==> config.mk <==
export PLATFORM = sky130hd
export DESIGN_NAME = tx_ten_eight
export DESIGN_NICKNAME = d
export VERILOG_FILES = /design/src/rtl/tx_ten_eight.sv
export SDC_FILE = /design/constraint.sdc
export NUM_CORES = 1
export LEC_CHECK = 0
export ABC_AREA = 1
export CORE_MARGIN = 2
export CORE_UTILIZATION = 35
export DETAILED_ROUTE_END_ITERATION = 6
export PLACE_DENSITY = 0.61
export SLEW_MARGIN = 40
export SYNTH_ARGS = -nofsm -noshare
export SYNTH_HDL_FRONTEND = slang
export SYNTH_SLANG_ARGS = --single-unit
==> constraint.sdc <==
create_clock -name clk -period 4 [get_ports clk]
set_clock_uncertainty 0.1 [all_clocks]
set_input_delay 0.6 -clock clk [delete_from_list [all_inputs] [get_ports clk]]
set_output_delay 0.6 -clock clk [all_outputs]
set_load 0.02 [all_outputs]
==> src/rtl/tx_ten_eight.sv <==
// UART transmitter: start bit 0, 8 or 10 data bits LSB first, stop bit 1.
// Frame width and bit period are latched at frame acceptance, so the line stays stable mid-frame.
module tx_ten_eight (
    input  logic        clk,
    input  logic        rst,
    input  logic        sel,
    input  logic [19:0] baud,
    input  logic        tx_en,
    input  logic        tx_start,
    input  logic [9:0]  tx_data,
    output logic        tx_out,
    output logic        tx_busy,
    output logic        tx_done,
    output logic [3:0]  bit_cnt_out,
    output logic        baud_clk
);

    typedef enum logic [1:0] {IDLE, START, DATA, STOP} state_t;

    state_t      state_q, state_n;
    logic [19:0] baud_cnt_q, baud_cnt_n;
    logic [19:0] baud_q, baud_n;
    logic [9:0]  shift_q, shift_n;
    logic        sel_q, sel_n;
    logic [3:0]  bit_cnt_n;
    logic [3:0]  n_bits;
    logic        tx_out_n, tx_busy_n, tx_done_n, baud_clk_n;
    logic        bit_end, last_data;

    always_comb begin
        state_n    = state_q;
        baud_cnt_n = baud_cnt_q;
        baud_n     = baud_q;
        shift_n    = shift_q;
        sel_n      = sel_q;
        bit_cnt_n  = bit_cnt_out;
        tx_out_n   = tx_out;
        tx_done_n  = 1'b0;
        n_bits     = sel_q ? 4'd10 : 4'd8;
        bit_end    = (baud_cnt_q == baud_q - 20'd1);
        last_data  = (bit_cnt_out == n_bits);

        case (state_q)
            IDLE: begin
                tx_out_n  = 1'b1;
                bit_cnt_n = 4'd0;
                if (tx_en && tx_start) begin
                    state_n    = START;
                    shift_n    = tx_data;
                    sel_n      = sel;
                    baud_n     = (baud < 20'd2) ? 20'd2 : baud;
                    baud_cnt_n = 20'd0;
                    tx_out_n   = 1'b0;
                end
            end
            default: begin
                if (bit_end) begin
                    baud_cnt_n = 20'd0;
                    bit_cnt_n  = bit_cnt_out + 4'd1;
                    case (state_q)
                        START: begin
                            state_n  = DATA;
                            tx_out_n = shift_q[0];
                            shift_n  = {1'b0, shift_q[9:1]};
                        end
                        DATA: begin
                            if (last_data) begin
                                state_n  = STOP;
                                tx_out_n = 1'b1;
                            end else begin
                                tx_out_n = shift_q[0];
                                shift_n  = {1'b0, shift_q[9:1]};
                            end
                        end
                        default: begin
                            state_n   = IDLE;
                            tx_out_n  = 1'b1;
                            tx_done_n = 1'b1;
                            bit_cnt_n = 4'd0;
                        end
                    endcase
                end else begin
                    baud_cnt_n = baud_cnt_q + 20'd1;
                end
            end
        endcase

        // Outputs are registered, so they are derived from the next-cycle state and count.
        tx_busy_n  = (state_n != IDLE);
        baud_clk_n = (state_n != IDLE) && (baud_cnt_n == baud_n - 20'd1);
    end

    always_ff @(posedge clk) begin
        if (rst) begin
            state_q     <= IDLE;
            baud_cnt_q  <= 20'd0;
            baud_q      <= 20'd2;
            sel_q       <= 1'b0;
            bit_cnt_out <= 4'd0;
            tx_out      <= 1'b1;
            tx_busy     <= 1'b0;
            tx_done     <= 1'b0;
            baud_clk    <= 1'b0;
        end else begin
            state_q     <= state_n;
            baud_cnt_q  <= baud_cnt_n;
            baud_q      <= baud_n;
            sel_q       <= sel_n;
            bit_cnt_out <= bit_cnt_n;
            tx_out      <= tx_out_n;
            tx_busy     <= tx_busy_n;
            tx_done     <= tx_done_n;
            baud_clk    <= baud_clk_n;
        end
    end

    // Data shadow carries no control meaning, so it is left out of reset.
    always_ff @(posedge clk) begin
        shift_q <= shift_n;
    end

endmodule

### After elaboration in Yosys (flattened, before gate mapping)

Index checks and enable logic that the tools add are counted.

| operators by class | value |
|---|---|
| add/subtract/negate cells | 4 |
| mux-type cells | 24 |
| order comparisons | 1 |
| reduce and logical (&&, ||, !) cells | 11 |
| equality and inequality tests | 7 |
| bitwise gates (word level) | 1 |

Operators by type and width:

| cell | number |
|---|---|
| 20-bit 2-to-1 mux | 6 |
| 20-bit equality test | 2 |
| 10-bit 2-to-1 mux | 4 |
| 20-bit by 1-bit subtractor with 20-bit output (second input constant) | 2 |
| 20-bit by 1-bit adder with 20-bit output (second input constant) | 1 |
| 20-bit by 2-bit < comparator with 1-bit output (second input constant) | 1 |
| 10-bit case mux with 2 select lines | 1 |
| 2-bit 2-to-1 mux | 5 |
| 1-bit 2-to-1 mux | 5 |
| 4-bit by 1-bit adder with 4-bit output (second input constant) | 1 |
| 4-bit equality test | 1 |
| 4-bit 2-to-1 mux | 1 |
| 2-bit case mux with 2 select lines | 1 |
| 4-bit AND reduction | 1 |
| 2-bit nonzero test | 2 |
| 2-bit OR reduction | 2 |
| 3-bit != test (second input constant) | 1 |
| 3-bit nonzero test | 1 |
| 3-bit OR reduction | 1 |
| 2-bit by 1-bit equality test with 1-bit output (second input constant) | 1 |
| 2-bit equality test (second input constant) | 1 |
| 1-bit logical AND | 2 |
| 2-bit zero test | 1 |
| 2-bit != test (second input constant) | 1 |
| other kinds (3) | 3 |

| word-level totals | value |
|---|---|
| output and inout port bits | 8 |
| bits in registers | 61 |

### Depth between registers and ports, before layout

| logic depth | value |
|---|---|
| word-level depth | 8 |
| depth in mapped cells | 22 |
| depth with buffers taken out | 22 |

### Worst setup path before layout

OpenSTA, ideal clock, no wires.

| path | value |
|---|---|
| path type | register -> register |
| start point | reg baud_q[0] |
| end point | reg shift_q[0] (enable) |
| stages on the path, launching flop included | 15 |
| slack | 0.894 ns |
| required time | 3.503 ns |
| data arrival time | 2.609 ns |
| path buffers | 0 |
| path through | dfxtp_1 inv_2 ha_1 or2_2 nand2_1 nand2_1 nand2_1 nand3_1 nor2_1 nand2_1 nor2_1 nand3_2 nand2_2 nand2_1 a311oi_1 |

| on the way | value |
|---|---|
| cells in the longest elaborated chain, start to end | 4 |

RTL lines:

| element | RTL line | text |
|---|---|---|
| start, declared | 22 | `logic [19:0] baud_q, baud_n;` |
| start signal, assigned | 107 | `baud_q <= baud_n;` |
| 20-bit by 1-bit subtractor with 20-bit output | 40 | `bit_end = (baud_cnt_q == baud_q - 20'd1);` |
| 20-bit equality test | 40 |  |
| 2-bit nonzero test (no source line) | - |  |
| 4-bit AND reduction (no source line) | - |  |
| end signal, assigned | 119 | `shift_q <= shift_n;` |
| end, declared | 23 | `logic [9:0] shift_q, shift_n;` |

Every way passes these cells.
A chain may end at the register's enable or synchronous reset.

### Worst setup path in the final report

| path | value |
|---|---|
| start point | in tx_start |
| end point | reg baud_clk |

| on the way | value |
|---|---|
| cells in the longest elaborated chain, start to end | 6 |

RTL lines:

| element | RTL line | text |
|---|---|---|
| start, declared | 9 | `input logic tx_start,` |
| 1-bit logical AND (*) | 47 | `if (tx_en && tx_start) begin` |
| 20-bit 2-to-1 mux | 47 |  |
| 20-bit 2-to-1 mux | 43 | `case (state_q)` |
| 20-bit by 1-bit subtractor with 20-bit output | 90 | `baud_clk_n = (state_n != IDLE) && (baud_cnt_n == baud_n - 20'd1);` |
| 20-bit equality test | 90 |  |
| 1-bit logical AND (*) | 90 |  |
| end signal, assigned | 113 | `baud_clk <= baud_clk_n;` |
| end, declared | 15 | `output logic baud_clk` |

Every way passes the cells marked *; elsewhere a longest branch is shown, timed or not.

==> summary.txt <==
Layout
  • Final core occ: 0.426
  • Multi-input logic area: 3190 um^2
  • Nets: 930
  • Final Instance Area: 5950 um^2
  • Antenna cell count: 0
  • Area delta synth->final: 17.8%
  • Layout cells sized above 1: 0.0751
  • Fill count: 1,539
  • Register cell area after layout: 1320 um^2

Logic synthesis
  • Synth async-reset ratio: 0
  • Sequential share of the synthesized area: 0.261
  • Most used flip-flop cell after synthesis: dfxtp_1
  • Post-synthesis net count: 886
  • Synthesized area: 5050 um^2
  • Mapped Cells: 843
  • Distinct cells, synth: 38
  • Syn avg cell area: 5.99 um^2
  • Yosys warnings: 0
  • FF+latch count, synth: 61
  • Cell taking the most area after synthesis: dfxtp_1
  • Post-synth EDFFs: 10
  • Top post-synthesis cells by area: dfxtp_1 20%, nand2_1 20%, inv_1 8.3%, nor2_1 7.6%, nand3_1 7.5%
  • Share of the synthesized area in the top cell type: 0.202

Hold path
  • Class of the tightest hold or removal check: reg2reg
  • Worst Hold Path Cells: 2

Setup path
  • CP required: 4.18 ns
  • CP Capture Type: flop
  • CP Cell Sequence: clkdlybuf4s50_1 > nand2_1 > inv_2 > nand2_2 > buf_4 > nand2_1 > o21ai_0 > nor2_1 > nand2_1 > nor2_1 > nand3_1 > xor2_1 > nand3_1 > nand2_1 > nand3_1 > nor2_1 > nand2_1 > nor2_1
  • Largest stage delay, worst path: 0.46 ns
  • Crit path max fanout: 22
  • CP Class: in2reg
  • Type of origin of the critical path: primary input
  • Arr. time, crit path: 3.36 ns
  • Slowest CP cell: clkdlybuf4s50_1
  • R2R depth: 16
  • CP most frequent cell: nand2_1

Global route
  • Total gr overflow: 0
  • First-pass GRT wire length: 24,300 um
  • Largest net degree at the start of global routing: 43
  • Initial antenna violation count: 0
  • GR Util All Layers: 0.207
  • Number of global-route vias before repair: 4,829

Power
  • Lkg Pwr: 2.89 nW
  • Pwr per Cell Area: 335 nW/um^2
  • Maximum VDD drop: 0.000155 V

Route
  • Routed wire per std cell: 14.1 um
  • Initial drt markers: 377
  • First drt pass iteration count: 5
  • DRC viols: 0
  • Via density: 4.93
  • Final ANT Viol Nets: 0
  • Final WL: 15,100 um
  • Vias: 5,289

STA
  • Slew Viols, Final: 0
  • Hold Vio Cnt, Final: 0
  • Min Hold Slack: 0.384 ns
  • Post-route setup slack: 0.818 ns
  • Final setup viols: 0
  • Least-Margin Pin Slew: 0.529 ns
  • Final worst-path cycle share: 0.795
  • Fmax: 0.314 GHz
  • Min Tclk post-route: 3.18 ns
  • RSZ-0062 raised after global routing: no
  • Slew headroom: 0.644
  • Setup_tns: 0 ns

Clocking
  • Clock sink count: 61
  • Hold-fix buffers, CTS: 0
  • Post-cts resize count: 0
  • CTS Buffer Depth: 2
  • H-tree depth: 3
  • Clk slew on worst S/H paths: 0.06 ns
  • Cts bufs inserted: 9
  • CTS root buffer: clkbuf_16
  • Postcts setup bufs: 0
  • CTS tree: yes
  • Worst-Skew Late Latency: 0.34 ns

Floorplan
  • Initial core utilization: 0.361
  • Rows: 43
  • Number of I/O pins: 43
  • DIE HEIGHT: 124 um
  • Die W: 124 um
  • Full die area: 15,400 um^2
  • Core Region: 14,000 um^2

Place
  • Post-place setup slack: 0.514 ns
  • Placer Congestion: 0.930
  • IO buf count: 42
  • Cell Area, Placed: 5680 um^2
  • Placed wire-length estimate: 12,100 um

Status
  • Status: completed

Flow run
  • Max-cap violations: 0
[cell families after synthesis]
| group | count (synthesis) | synth area share |
|---|---|---|
| simple gates | 535 | 0.476 |
| buf+inv | 138 | 0.108 |
| compound gates | 62 | 0.0671 |
| flops | 61 | 0.261 |
| xor+xnor | 39 | 0.0676 |
| fa+ha+maj | 8 | 0.0198 |
[where the power goes]
part	switching, mW	internal (mW)	total [mW]
combinational	0.373	0.199	0.573
clock	0.304	0.419	0.723
sequential	0.0299	0.667	0.697
total	0.707	1.29	1.99
[synthesized netlist by cell type, types with 8 or more instances]
library cell,instances
nand3_1,76
xor2_1,31
o21ai_1,8
o21ai_0,22
xnor2_1,8
a21oi_1,23
nand2_1,271
edfxtp_1,10
nor2_1,102
nand3_2,9
nand4_1,29
inv_1,112
ha_1,8
clkbuf_1,12
dfxtp_1,51
nand2_2,8
nand3b_1,10
[area by class of cell]
| cell class | count | share of cell area |
|---|---|---|
| Inverter | 118 | 0.0744 |
| Clock buffer | 9 | 0.0378 |
| Tap cell | 180 | 0.0378 |
| Clock inverter | 7 | 0.00841 |
| Sequential cell | 61 | 0.222 |
| Multi-Input combinational cell | 644 | 0.535 |
| Timing Repair Buffer | 53 | 0.0845 |
[stage by stage]
step	power, mW	instances
after floorplan	1.10	843
after global placement	1.27	1056
after detailed placement	1.28	1056
after CTS	2.00	1072
after global routing	2.11	1072
final	1.99	1072
[critical path, delay by kind of cell]
kind | cells | cell delay, ns
simple gates | 13 | 1.54
xor+xnor | 1 | 0.27
compound gates | 1 | 0.17
buf+inv | 3 | 0.78
[worst paths after layout]
| check | start | end | slack (ns) |
|---|---|---|---|
| setup / recovery | tx_start | baud_clk | 0.82 |
| hold reg to reg | tx_out | tx_out | 0.38 |
| setup reg to reg | state_q[0] | baud_clk | 0.86 |
| hold / removal | tx_out | tx_out | 0.38 |
[cells in the final DEF (no fill, tap or decap), types with 2 or more instances in the layout]
cell type / instances
inv_1: 112
edfxtp_1: 10
nand3b_2: 2
clkinv_2: 2
clkinvlp_4: 3
nand3b_1: 10
clkinv_1: 2
clkbuf_16: 9
o21ai_1: 8
and2_1: 2
nand2_2: 8
a21boi_0: 3
dfxtp_1: 51
buf_4: 11
nand3_1: 76
nor4_1: 2
or2_2: 2
nor2_2: 7
nand3_2: 9
nor3b_1: 2
nor2_4: 6
clkdlybuf4s50_1: 42
inv_2: 4
xnor2_1: 8
a21oi_1: 23
o21ai_0: 22
xor2_1: 31
ha_1: 8
nor3_1: 5
nor2_1: 102
nand4_1: 29
nand2_1: 271
[metal layers]
metal | wire length, um | share of wire | track usage
met1 | 7430 | 0.49 | 0.295
met2 | 6460 | 0.43 | 0.314
met3 | 786 | 0.052 | 0.0252
met4 | 450 | 0.030 | 0.0885
met5 | 0 | 0 | 0
[registers in the layout, summed over array words and instances, names as in the netlist]
name	count
baud_cnt_q	20
baud_q	20
shift_q	10
bit_cnt_out	4
state_q	2
baud_clk	1
sel_q	1
tx_busy	1
tx_done	1
tx_out	1
Power figures use the tool's default switching activity.
